**src/rtl/sram_fe_pkg.sv**
```systemverilog
// Shared types and default timing constants for the SRAM command front-end.
// The FSM encoding fills all four 2-bit codes; the top still decodes defensively.
package sram_fe_pkg;

  typedef enum logic [1:0] {
    ST_IDLE  = 2'd0,
    ST_WRITE = 2'd1,
    ST_READ  = 2'd2,
    ST_GAP   = 2'd3
  } state_e;

  localparam int DEBOUNCE_CYCLES_DEF = 500000;
  localparam int CNT_W_DEF           = 19;
  localparam int HOLD_CYCLES_DEF     = 4;
  localparam int GAP_CYCLES_DEF      = 2;

  // Width able to hold 0..max(hold,gap)-1 for the phase timer.
  function automatic int tmr_width(input int hold, input int gap);
    int m;
    m = (hold > gap) ? hold : gap;
    return (m < 2) ? 1 : $clog2(m + 1);
  endfunction

endpackage

```
**src/rtl/key_debouncer.sv**
```systemverilog
// Two-flop synchroniser, stability counter and debounced level for one
// active-low key; emits a one-cycle press pulse on each accepted 1->0 change.
module key_debouncer
  import sram_fe_pkg::*;
#(
  parameter int DEBOUNCE_CYCLES = DEBOUNCE_CYCLES_DEF,
  parameter int CNT_W           = CNT_W_DEF
) (
  input  logic clock,
  input  logic reset_n,
  input  logic i_key_n,
  output logic o_press
);

  logic             r_sync1;
  logic             r_sync2;
  logic             r_level;
  logic [CNT_W-1:0] r_cnt;
  logic             r_press;

  localparam logic [CNT_W-1:0] CNT_LAST = CNT_W'(DEBOUNCE_CYCLES - 1);

  // NOTE: sequential state uses non-blocking assignments and a reset sampled
  // on the clock edge, so every flop here updates from pre-edge values only.
  always_ff @(posedge clock) begin
    if (!reset_n) begin
      r_sync1 <= 1'b1;
      r_sync2 <= 1'b1;
      r_level <= 1'b1;
      r_cnt   <= '0;
      r_press <= 1'b0;
    end else begin
      r_sync1 <= i_key_n;
      r_sync2 <= r_sync1;
      r_press <= 1'b0;
      if (r_sync2 == r_level) begin
        r_cnt <= '0;
      end else if (r_cnt == CNT_LAST) begin
        r_level <= r_sync2;
        r_cnt   <= '0;
        r_press <= ~r_sync2;
      end else begin
        r_cnt <= r_cnt + 1'b1;
      end
    end
  end

  assign o_press = r_press;

endmodule

```
**src/rtl/sram_cmd_frontend.sv**
```systemverilog
// Turns raw keys and switches into timed chip/write/output-enable strobes with
// a latched address/data snapshot, one command at a time.
module sram_cmd_frontend
  import sram_fe_pkg::*;
#(
  parameter int DEBOUNCE_CYCLES = DEBOUNCE_CYCLES_DEF,
  parameter int CNT_W           = CNT_W_DEF,
  parameter int HOLD_CYCLES     = HOLD_CYCLES_DEF,
  parameter int GAP_CYCLES      = GAP_CYCLES_DEF
) (
  input  logic       clock,
  input  logic       reset_n,
  input  logic       key_write_n,
  input  logic       key_read_n,
  input  logic [3:0] sw_data,
  input  logic [3:0] sw_address,
  output logic       chip_enable,
  output logic       write_enable,
  output logic       output_enable,
  output logic [3:0] data_in,
  output logic [3:0] address,
  output logic       busy,
  output logic       dropped,
  output logic [7:0] cmd_count
);

  localparam int TMR_W = tmr_width(HOLD_CYCLES, GAP_CYCLES);
  localparam logic [TMR_W-1:0] HOLD_LAST = TMR_W'(HOLD_CYCLES - 1);
  localparam logic [TMR_W-1:0] GAP_LAST  = TMR_W'(GAP_CYCLES - 1);

  logic w_press_w;
  logic w_press_r;

  key_debouncer #(
    .DEBOUNCE_CYCLES(DEBOUNCE_CYCLES),
    .CNT_W          (CNT_W)
  ) u_deb_write (
    .clock  (clock),
    .reset_n(reset_n),
    .i_key_n(key_write_n),
    .o_press(w_press_w)
  );

  key_debouncer #(
    .DEBOUNCE_CYCLES(DEBOUNCE_CYCLES),
    .CNT_W          (CNT_W)
  ) u_deb_read (
    .clock  (clock),
    .reset_n(reset_n),
    .i_key_n(key_read_n),
    .o_press(w_press_r)
  );

  logic [3:0] r_sw_data_s1, r_sw_data_s2;
  logic [3:0] r_sw_addr_s1, r_sw_addr_s2;

  always_ff @(posedge clock) begin
    if (!reset_n) begin
      r_sw_data_s1 <= '0;
      r_sw_data_s2 <= '0;
      r_sw_addr_s1 <= '0;
      r_sw_addr_s2 <= '0;
    end else begin
      r_sw_data_s1 <= sw_data;
      r_sw_data_s2 <= r_sw_data_s1;
      r_sw_addr_s1 <= sw_address;
      r_sw_addr_s2 <= r_sw_addr_s1;
    end
  end

  state_e           r_state;
  state_e           w_state_next;
  logic [TMR_W-1:0] r_timer;
  logic             w_hold_done;
  logic             w_gap_done;
  logic             w_accept;

  assign w_hold_done = (r_timer == HOLD_LAST);
  assign w_gap_done  = (r_timer == GAP_LAST);
  assign w_accept    = (r_state == ST_IDLE) && (w_press_w || w_press_r);

  always_ff @(posedge clock) begin
    if (!reset_n) r_state <= ST_IDLE;
    else          r_state <= w_state_next;
  end

  // NOTE: every variable written here gets a default first, so no path can
  // leave it unassigned and infer a latch.
  always_comb begin
    w_state_next = r_state;
    case (r_state)
      ST_IDLE: begin
        if (w_press_w)      w_state_next = ST_WRITE;
        else if (w_press_r) w_state_next = ST_READ;
      end
      ST_WRITE, ST_READ: if (w_hold_done) w_state_next = ST_GAP;
      ST_GAP:            if (w_gap_done)  w_state_next = ST_IDLE;
      default:           w_state_next = ST_IDLE;
    endcase
  end

  // Outputs decode the next state and are registered, so the strobes reach
  // the SRAM pins straight from flops without decode glitches.
  logic w_ce_next, w_we_next, w_oe_next, w_busy_next;

  always_comb begin
    w_ce_next   = 1'b1;
    w_we_next   = 1'b1;
    w_oe_next   = 1'b1;
    w_busy_next = 1'b0;
    case (w_state_next)
      ST_WRITE: begin
        w_ce_next   = 1'b0;
        w_we_next   = 1'b0;
        w_busy_next = 1'b1;
      end
      ST_READ: begin
        w_ce_next   = 1'b0;
        w_oe_next   = 1'b0;
        w_busy_next = 1'b1;
      end
      ST_GAP:  w_busy_next = 1'b1;
      default: w_busy_next = 1'b0;
    endcase
  end

  always_ff @(posedge clock) begin
    if (!reset_n)                     r_timer <= '0;
    else if (r_state != w_state_next) r_timer <= '0;
    else if (r_state != ST_IDLE)      r_timer <= r_timer + 1'b1;
  end

  logic       r_chip_enable, r_write_enable, r_output_enable, r_busy, r_dropped;
  logic [3:0] r_data_in, r_address;
  logic [7:0] r_cmd_count;

  always_ff @(posedge clock) begin
    if (!reset_n) begin
      r_chip_enable   <= 1'b1;
      r_write_enable  <= 1'b1;
      r_output_enable <= 1'b1;
      r_busy          <= 1'b0;
      r_dropped       <= 1'b0;
      r_data_in       <= '0;
      r_address       <= '0;
      r_cmd_count     <= '0;
    end else begin
      r_chip_enable   <= w_ce_next;
      r_write_enable  <= w_we_next;
      r_output_enable <= w_oe_next;
      r_busy          <= w_busy_next;
      // In IDLE only a read losing to a simultaneous write is discarded.
      r_dropped <= (r_state == ST_IDLE) ? (w_press_w && w_press_r)
                                        : (w_press_w || w_press_r);
      if (w_accept) begin
        r_address   <= r_sw_addr_s2;
        r_cmd_count <= r_cmd_count + 8'd1;
        if (w_press_w) r_data_in <= r_sw_data_s2;
      end
    end
  end

  assign chip_enable   = r_chip_enable;
  assign write_enable  = r_write_enable;
  assign output_enable = r_output_enable;
  assign busy          = r_busy;
  assign dropped       = r_dropped;
  assign data_in       = r_data_in;
  assign address       = r_address;
  assign cmd_count     = r_cmd_count;

endmodule

```
**config.mk**
```make
export PLATFORM = sky130hd
export DESIGN_NAME = sram_cmd_frontend
export DESIGN_NICKNAME = d
export VERILOG_FILES = /design/src/rtl/sram_fe_pkg.sv /design/src/rtl/key_debouncer.sv /design/src/rtl/sram_cmd_frontend.sv
export SDC_FILE = /design/constraint.sdc
export NUM_CORES = 1
export LEC_CHECK = 0
export ABC_AREA = 1
export CAP_MARGIN = 15
export CORE_UTILIZATION = 23
export DETAILED_ROUTE_END_ITERATION = 16
export PLACE_DENSITY = 0.42
export SYNTH_ARGS = -nofsm -noshare
export SYNTH_HDL_FRONTEND = slang
export SYNTH_SLANG_ARGS = --single-unit
```
**constraint.sdc**
```tcl
create_clock -name clock -period 4.2 [get_ports clock]
set_clock_uncertainty 0.2 [all_clocks]
set_input_delay 1.26 -clock clock [delete_from_list [all_inputs] [get_ports clock]]
set_output_delay 1.26 -clock clock [all_outputs]
set_load 0.02 [all_outputs]
```
Yosys cells after proc, flatten, opt, wreduce, memory -nomap -nowiden --
Cells that the tools add are included.
Cells by class: multipliers 0, add/subtract/negate cells 4, shift operators 0, div/mod/pow operators 0, eq/ne operators 13, magnitude comparators 0, reduce and logical (&&, ||, !) cells 16, bitwise gates (word level) 7, multiplexer cells 10
Operator list (number):
- $add A19 B1 Y19 const B | 2
- $eq A19 B19 Y1 const B | 2
- $reduce_or A3 Y1 | 5
- $add A8 B1 Y8 const B | 1
- $eq A2 B2 Y1 const B | 4
- $mux W2 | 4
- $not A1 Y1 | 7
- $pmux W2 S3 | 1
- $reduce_and A2 Y1 | 3
- $reduce_or A2 Y1 | 3
- $mux W1 | 5
- $eq A2 B1 Y1 const B | 2
- $add A3 B1 Y3 const B | 1
- $eq A3 B1 Y1 const B | 1
- $eq A3 B2 Y1 const B | 1
- $eq A1 B1 Y1 | 2
- $logic_and A1 B1 Y1 | 2
- $logic_not A2 Y1 | 1
- $ne A2 B2 Y1 | 1
- $reduce_bool A2 Y1 | 1
- $logic_or A1 B1 Y1 | 1
Storage, ports and cells: RAM bits 0, register bits after elaboration 88, word-level logic and storage cells 74, memory bits (read-only) 0, output and inout port bits 21, latch bits 0, memories kept 0

Depth between registers and ports, before layout --
Gate-level depths: netlist of run 1.
depth in word-level cells 6, gate-level depth with buffers 11, mapped depth without buffers 10

Cells and area by module --
A second synthesis of run 1 with hierarchy kept.
Unflattened totals: cells, all modules 522, area, all modules 3885.0 um2
Modules (own cells, without submodules):
- key_debouncer | sequential area each 460.4 um2, area an instance 1121.1 um2, cells each 162, times used 2
- sram_cmd_frontend | sequential area each 840.8 um2, area an instance 1642.8 um2, cells each 198, times used 1

Least setup slack after synthesis of run 1 --
Ideal clock, no wire load.
kind input to register, start input port reset_n, end register r_dropped, in the netlist dropped, path slack 2093 ps, required time 3868 ps, cell stages on the path 3, arrival 1775 ps, library setup time 132 ps, path buffers 1, path through inv_1 -> clkbuf_1 -> nor3_1
RTL lines:
- start, declared | line sram_cmd_frontend.sv:12 | input logic reset_n,
- end signal, assigned | line sram_cmd_frontend.sv:153 | r_dropped <= (r_state == ST_IDLE) ? (w_press_w && w_press_r)
- end, declared | line sram_cmd_frontend.sv:133 | logic r_chip_enable, r_write_enable, r_output_enable, r_busy, r_dropped;
No word-level cell between the ends.

Worst setup path after layout of run 1 --
start register r_cmd_count[3], in the netlist cmd_count[3], end output port cmd_count[3]
RTL lines:
- start, declared | line sram_cmd_frontend.sv:135 | logic [7:0] r_cmd_count;
- start signal, assigned | line sram_cmd_frontend.sv:157 | r_cmd_count <= r_cmd_count + 8'd1;
- end, declared | line sram_cmd_frontend.sv:24 | output logic [7:0] cmd_count
No word-level cell between the ends.

==> impl_metrics.py, run 1 <==
metrics = {
    "setup_path": {
        "arrival_ns": 1.41,
        "cp.required_ns": 2.74,
        "slowest_delay_ns": 0.64,
        "path_delay_family": "buffers and inverters",
        "crit_type": "reg2out",
        "cp-end-kind": "output port",
        "r2r_setup_slack_ns": 2.03,
        "critPathBufInv": 1,
        "path_cells": "clkdlybuf4s50_1",
        "cp_max_fo": 6,
        "cp-start-kind": "flip-flop",
        "ff2ff_path_depth": 8,
        "crit_path_top_delay_cell": "clkdlybuf4s50_1",
        "r2r_start": "r_state[0]",
        "r2r_end": "chip_enable",
    },
    "timing": {
        "rsz0062_at_grt": "no",
        "setup_tns_ns": 0,
        "setup_ws_ns": 1.33,
        "worstMarginPinSlew_ns": 0.615,
        "max_slew_margin_pct": 59.0,
        "finalCritPeriodShare_pct": 68.4,
        "setup_viol": 0,
        "min_period_ns": 2.87,
        "hold_viol": 0,
        "drv_slew": 0,
        "max_freq_mhz": 348,
    },
    "synth": {
        "synth_top_area_cell": "dfxtp_1",
        "synthesis.area_um2": 3960,
        "synthCells": 518,
        "ys_warn_count": 0,
        "yosysUniqueCellTypes": 32,
        "syn_avg_cell_area_um2": 7.64,
        "syn-num-nets": 541,
        "synth-seq-area-share_pct": 44.5,
        "synth_top_area_share_pct": 44.5,
        "synth.area.top_cells": "dfxtp_1, nand2_1, nor2_1, inv_1, nand3_1",
        "yosys_register_bits": 88,
    },
    "cts": {
        "cts_tree": "done",
        "clock_tree.root_cell": "clkbuf_16",
        "cts_hold_buf": 0,
        "clock_sinks": 88,
        "clkLatencyLatePin_ns": 0.34,
        "postCtsResizedCells": 0,
        "numCtsBuffers": 9,
        "cts_buffer_depth": 2,
        "clk_pin_slew_ns": 0.06,
        "cts_setup_buffers": 0,
        "htreeDepth": 3,
    },
    "min_path": {
        "hp-start": "r_sw_data_s1[2]",
        "worstHoldPathType": "reg2reg",
        "min_path_cells": 2,
        "min_to": "r_sw_data_s2[2]",
    },
    "grt": {
        "grt_usage_pct": 10.3,
        "grt_pass1_vias": 3172,
        "grt-ovfl-total": 0,
        "grt_antenna_before_repair": 0,
        "grt_max_degree": 33,
        "grt_pass1_wl_um": 14700,
    },
    "layout": {
        "num_antenna_cells": 0,
        "final_common_cell": "nand2_1",
        "mostFrequentLayoutCells": "nand2_1, dfxtp_1, nor2_1",
        "drive_above_1_share_pct": 9.69,
        "final_cells": 777,
        "nets": 575,
        "syn2layout_area_growth_pct": 21.6,
    },
    "route": {
        "num_vias": 3207,
        "ant_nets": 0,
        "dr.pass1.iters": 6,
        "drc_errors": 0,
        "drt_wl_total_um": 8230,
        "drt-initial-drc-count": 110,
        "via_per_inst": 4.13,
        "wl_per_cell_um": 10.6,
    },
    "floorplanning": {
        "fp.dieW_um": 133,
        "initial_core_util_pct": 23.7,
        "die_area_um2": 17700,
        "coreArea_um2": 16700,
        "die_h_um": 133,
        "ios": 33,
        "rows": 47,
    },
    "placement": {
        "io_buffers": 32,
        "post-dp-hpwl_um": 5960,
        "dp_worst_setup_slack_ns": 1.23,
        "gp_congestion": 0.781,
        "dpl.cell_count": 761,
    },
    "run": {
        "maxCapViolCount": 0,
    },
    "status": {
        "status": "complete, no violations",
    },
    "pwr": {
        "powerDensity_nw_per_um2": 374,
        "ir_drop_v": 0.000187,
        "leakagePower_nw": 1.79,
    },
}
where the power goes:
part	switching [mW]	internal, mW
clock network	0.332	0.528
logic	0.0473	0.0352
registers	0.00760	0.850
total	0.387	1.41
routing by layer:
layer	global-route usage (%)	vias to the layer above	wire length (µm)
li1	-	1704	-
met4	3.41	0	127
met3	3.50	12	397
met1	12.3	1439	3820
met2	17.2	52	3890
met5	0	-	0
final cells by class:
cell class,instances,area [µm²]
Inverter,71,272
Multi-Input combinational cell,349,1850
Sequential cell,88,1760
Tap cell,220,275
Clock inverter,3,47.5
Clock buffer,13,280
Timing Repair Buffer,33,328
Fill cell,1843,11900
tightest hold or removal path, stage by stage (launching register included):
cell     delay [ns]
dfxtp_1        0.31
nand2_1        0.05
inv_1          0.04
worst max-delay path by stage:
stage                       from                   end  slack (ns)  cells past startpoint
finish              cmd_count[3]          cmd_count[3]        1.33                      1
global route        cmd_count[3]          cmd_count[3]        1.23                      1
CTS                 cmd_count[3]          cmd_count[3]        1.31                      1
detailed placement       reset_n   u_deb_read.r_cnt[2]        1.23                      6
global placement         reset_n  u_deb_read.r_cnt[11]        1.29                      6
floorplan                reset_n               dropped        2.09                      3
cell families (layout without fill, tap and decap cells):
group | Yosys count | in the layout | synth area share, %
and+or+nand+nor | 276 | 276 | 33.3
DFF | 88 | 88 | 44.5
buffers and inverters | 81 | 120 | 8.78
AOI/OAI and AO/OA | 44 | 44 | 5.97
xor gates and xnor gates | 18 | 18 | 3.98
adders and majority gates | 11 | 11 | 3.48
sequential cells by signal, summed over array words and instances, names as in the netlist, 2 cells and up:
register / flops
u_deb_read.r_cnt: 19
u_deb_write.r_cnt: 19
cmd_count: 8
address: 4
data_in: 4
r_sw_addr_s1: 4
r_sw_addr_s2: 4
r_sw_data_s1: 4
r_sw_data_s2: 4
r_timer: 3
r_state: 2
synthesized netlist by cell type (all sizes together):
cell type / number
a21oi: 23
buf: 7
clkbuf: 3
dfxtp: 88
ha: 11
inv: 71
nand2: 114
nand3: 31
nand3b: 2
nand4: 15
nor2: 86
nor3: 21
o21ai: 19
o21bai: 2
or2: 7
xnor2: 3
xor2: 15
per-stage QoR:
stage	total power [mW]	hold WS (ns)	util [%]	instance area, µm²
after CTS	1.84	0.215	28.8	4810
final	1.80	0.212	28.8	4810
after detailed placement	0.960	0.199	26.9	4490
after floorplan	0.932	0.190	-	3960
after global routing	1.88	0.235	28.8	4810
after global placement	0.961	0.194	26.9	4490
No activity file was read; power rests on OpenSTA's default activity.
==> inputs of run 2 (changes only) <==
- clock period: 4.2 -> 3 ns (I/O delays scaled with it)
==> impl_metrics.py, run 2 (same netlist as run 1, synthesis figures left out) <==
metrics = {
    "timing": {
        "drv_slew": 0,
        "worstMarginPinSlew_ns": 0.370,
        "hold_viol": 0,
        "rsz0062_at_grt": "no",
        "max_freq_mhz": 402,
        "min_period_ns": 2.49,
        "max_slew_margin_pct": 75.3,
        "finalCritPeriodShare_pct": 83.0,
        "setup_tns_ns": 0,
        "setup_viol": 0,
    },
    "setup_path": {
        "cp-end-kind": "output port",
        "critPathBufInv": 1,
        "crit_path_top_delay_cell": "clkdlybuf4s50_1",
        "cp-start-kind": "flip-flop",
        "cp.required_ns": 1.90,
        "slowest_delay_ns": 0.64,
        "cp_max_fo": 6,
        "arrival_ns": 1.39,
        "crit_type": "reg2out",
        "path_delay_family": "buffers and inverters",
        "path_cells": "clkdlybuf4s50_1",
    },
    "route": {
        "ant_nets": 0,
        "wl_per_cell_um": 10.3,
        "drc_errors": 0,
        "drt-initial-drc-count": 130,
        "drt_wl_total_um": 8020,
        "dr.pass1.iters": 4,
        "via_per_inst": 4.04,
        "num_vias": 3146,
    },
    "grt": {
        "grt_pass1_vias": 2993,
        "grt_pass1_wl_um": 13800,
        "busiest_layer": "met2",
        "gr-usage-met1_pct": 11.7,
        "grt_max_degree": 19,
        "grtUsageMet3_pct": 3.12,
        "grt_antenna_before_repair": 0,
        "grt.met2_usage_pct": 16.1,
        "grt-ovfl-total": 0,
        "grt_usage_pct": 9.75,
    },
    "cts": {
        "clkLatencyLatePin_ns": 0.34,
        "numCtsBuffers": 9,
        "clk_pin_slew_ns": 0.06,
        "htreeDepth": 3,
        "cts_setup_buffers": 0,
        "cts_hold_buf": 0,
        "cts_tree": "done",
        "clock_tree.root_cell": "clkbuf_16",
        "postCtsResizedCells": 0,
        "cts_buffer_depth": 2,
        "clock_sinks": 88,
    },
    "pwr": {
        "powerDensity_nw_per_um2": 516,
        "leakagePower_nw": 1.79,
        "ir_drop_v": 0.000329,
    },
    "placement": {
        "dpl.cell_count": 764,
        "io_buffers": 32,
        "gp_congestion": 0.804,
        "dpl_cell_area_um2": 4510,
        "post-dp-hpwl_um": 5900,
    },
    "run": {
        "maxCapViolCount": 0,
    },
    "floorplanning": {
        "die_area_um2": 17700,
        "die_h_um": 133,
        "fp.dieW_um": 133,
        "coreArea_um2": 16700,
        "ios": 33,
        "rows": 47,
        "initial_core_util_pct": 23.7,
    },
    "layout": {
        "fillers": 1816,
        "final_cells": 779,
        "nets": 578,
        "mostFrequentLayoutCells": "nand2_1, dfxtp_1, nor2_1",
        "drive_above_1_share_pct": 9.48,
        "syn2layout_area_growth_pct": 21.5,
        "final_cell_area_um2": 4810,
        "final_common_cell": "nand2_1",
        "num_antenna_cells": 0,
    },
    "status": {
        "status": "complete, no violations",
    },
    "min_path": {
        "worstHoldPathType": "reg2reg",
    },
}
run 2: cell count changes in the layout (fill, tap and decap cells not counted), sizes merged:
cell and delta:
buf +3, clkinv -2, bufinv +1, clkbuf -1, clkinvlp +1
run 2: worst paths after layout:
| check | startpoint | endpoint | slack (ns) | cells after the start |
|---|---|---|---|---|
| max | cmd_count[3] | cmd_count[3] | 0.51 | 1 |
| min | r_sw_addr_s1[3] | r_sw_addr_s2[3] | 0.21 | 2 |
| min reg2reg | r_sw_addr_s1[3] | r_sw_addr_s2[3] | 0.21 | 2 |
| max reg2reg | r_state[0] | chip_enable | 0.86 | 8 |
run 2: cell type report:
type,instances,area (µm²),area share [%]
Inverter,71,272,5.64
Multi-Input combinational cell,349,1850,38.4
Timing Repair Buffer,36,350,7.28
Tap cell,220,275,5.72
Clock buffer,12,236,4.91
Sequential cell,88,1760,36.6
Clock inverter,3,67.6,1.40
run 2: where the power goes:
part           switching, mW  total [mW]  internal, mW
clock                  0.438        1.16         0.726
combinational         0.0683       0.120        0.0521
sequential            0.0103        1.20          1.19
total                  0.517        2.49          1.97
run 2: layer usage:
| layer | part of all wire [%] | up-vias |
|---|---|---|
| met5 | 0 | - |
| met4 | 1.1 | 0 |
| met3 | 3.1 | 5 |
| met2 | 46 | 32 |
| met1 | 50 | 1413 |
| li1 | - | 1696 |
run 2: metrics by stage:
step	hold WS, ns	power (mW)	utilization (%)	worst slack, ns
after detailed placement	0.196	1.35	27.0	0.526
final	0.209	2.49	28.8	0.510
after global routing	0.225	2.61	28.8	0.429
after CTS	0.211	2.54	28.8	0.476
after global placement	0.196	1.35	27.0	0.549
after floorplan	0.190	1.31	-	1.04
==> inputs of run 3 (changes only) <==
- PLACE_DENSITY: 0.42 -> 0.43
- clock period: 3 -> 2.17 ns (I/O delays scaled with it)
==> impl_metrics.py, run 3 (same netlist as run 1, synthesis figures left out) <==
metrics = {
    "timing": {
        "max_slew_margin_pct": 77.1,
        "rsz0062_at_grt": "no",
        "worstMarginPinSlew_ns": 0.341,
        "setup_viol": 0,
        "finalCritPeriodShare_pct": 97.4,
        "setup_tns_ns": 0,
        "hold_viol": 0,
        "holdWs_ns": 0.213,
        "drv_slew": 0,
        "max_freq_mhz": 473,
        "min_period_ns": 2.11,
    },
    "route": {
        "drt-initial-drc-count": 148,
        "drt_wl_total_um": 8170,
        "dr.pass1.iters": 4,
        "wl_per_cell_um": 10.4,
        "ant_nets": 0,
        "num_vias": 3217,
        "via_per_inst": 4.08,
        "drc_errors": 0,
    },
    "setup_path": {
        "cp-end-kind": "output port",
        "cp-endpoint": "write_enable",
        "ff2ff_path_depth": 9,
        "crit_path_top_delay_cell": "clkdlybuf4s50_1",
        "r2r_setup_slack_ns": 0.13,
        "crit_start": "write_enable",
        "arrival_ns": 1.26,
        "cp.required_ns": 1.32,
        "cp-start-kind": "flip-flop",
        "slowest_delay_ns": 0.60,
        "path_cells": "clkdlybuf4s50_1",
        "crit_cells": 1,
        "crit_type": "reg2out",
        "critPathBufInv": 1,
        "cp_max_fo": 1,
        "r2r_start": "r_timer[0]",
        "path_delay_family": "buffers and inverters",
        "r2r_end": "chip_enable",
    },
    "run": {
        "maxCapViolCount": 0,
    },
    "grt": {
        "grt_pass1_wl_um": 14200,
        "grt_max_degree": 19,
        "grt_usage_pct": 10.0,
        "grt_pass1_vias": 3155,
        "grt_antenna_before_repair": 0,
        "grt-ovfl-total": 0,
    },
    "layout": {
        "fillers": 1867,
        "final_common_cell": "nand2_1",
        "nets": 586,
        "syn2layout_area_growth_pct": 23.6,
        "final_cell_area_um2": 4890,
        "mostFrequentLayoutCells": "nand2_1, dfxtp_1, nor2_1",
        "final_cells": 788,
        "num_antenna_cells": 0,
        "drive_above_1_share_pct": 11.3,
        "fin_util_pct": 29.3,
    },
    "pwr": {
        "leakagePower_nw": 2.01,
        "powerDensity_nw_per_um2": 698,
        "ir_drop_v": 0.000388,
    },
    "placement": {
        "gp_congestion": 0.794,
        "io_buffers": 32,
        "dpl.cell_count": 772,
        "post-dp-hpwl_um": 6020,
        "dpl_cell_area_um2": 4580,
    },
    "floorplanning": {
        "fp.dieW_um": 133,
        "initial_core_util_pct": 23.7,
        "die_h_um": 133,
        "coreArea_um2": 16700,
        "ios": 33,
        "rows": 47,
        "die_area_um2": 17700,
    },
    "cts": {
        "cts_setup_buffers": 0,
        "cts_buffer_depth": 2,
        "clock_sinks": 88,
        "htreeDepth": 3,
        "clkLatencyLatePin_ns": 0.34,
        "numCtsBuffers": 9,
        "cts_tree": "done",
        "cts_hold_buf": 0,
        "clk_pin_slew_ns": 0.06,
        "clock_tree.root_cell": "clkbuf_16",
    },
    "min_path": {
        "worstHoldPathType": "reg2reg",
    },
    "status": {
        "status": "complete, no violations",
    },
}
==> run 3: cell count changes in the layout (fill, tap and decap cells not counted), moves of 2 or more <==
cell	change
buf_4	+7
clkbuf_8	+2
clkdlybuf4s50_1	-16
dlygate4sd2_1	+9
dlymetal6s2s_1	+7
==> run 3: metal layers <==
layer / share of wire (%) / track usage, % / vias to the layer above / routed length, µm
met5: 0 / 0 / - / 0
met4: 1.3 / 3.03 / 0 / 107
met3: 3.4 / 3.54 / 9 / 276
met2: 45 / 16.1 / 33 / 3640
met1: 51 / 12.5 / 1457 / 4150
li1: - / - / 1718 / -
==> run 3: timing repair <==
action                                 CTS  global route
resized for setup                        9            10
setup endpoints to repair                9             8
endpoints found under the hold margin    0             0
==> run 3: per-stage QoR <==
step           setup WS (ns)  total power, mW
2_1_floorplan          0.206             1.80
3_3_place_gp          0.0342             1.88
3_5_place_dp        0.000502             1.88
4_1_cts              0.00271             3.47
5_1_grt              0.00463             3.57
6_report              0.0556             3.42
==> run 3: how the worst min path moves through the flow <==
stage                        startpoint             endpoint  slack (ns)  cells after the start
floorplan               r_sw_addr_s1[0]      r_sw_addr_s2[0]        0.19                      2
global placement        r_sw_addr_s1[2]      r_sw_addr_s2[2]        0.20                      2
detailed placement      r_sw_addr_s1[3]      r_sw_addr_s2[3]        0.20                      2
CTS                     r_sw_addr_s1[3]      r_sw_addr_s2[3]        0.21                      2
global route        u_deb_write.r_sync1  u_deb_write.r_sync2        0.22                      1
finish                  r_sw_addr_s1[3]      r_sw_addr_s2[3]        0.21                      2
==> run 3: report_power, final <==
part | total, mW | switching, mW | leakage [nW] | internal, mW
registers | 1.66 | 0.0147 | 0.714 | 1.65
clock network | 1.57 | 0.613 | 0.143 | 0.957
logic | 0.187 | 0.0988 | 1.15 | 0.0879
==> run 3: final cells by class <==
cell class	count	area (µm²)	area share, %
Timing Repair Buffer	44	429	8.77
Clock inverter	2	37.5	0.767
Tap cell	220	275	5.62
Sequential cell	88	1760	36.0
Inverter	71	272	5.55
Clock buffer	14	264	5.39
Multi-Input combinational cell	349	1850	37.9
==> run 3: tightest hold or removal path, stage by stage (launching register included) <==
cell and delay [ns]:
dfxtp_1 0.30, nand2_1 0.04, inv_1 0.04
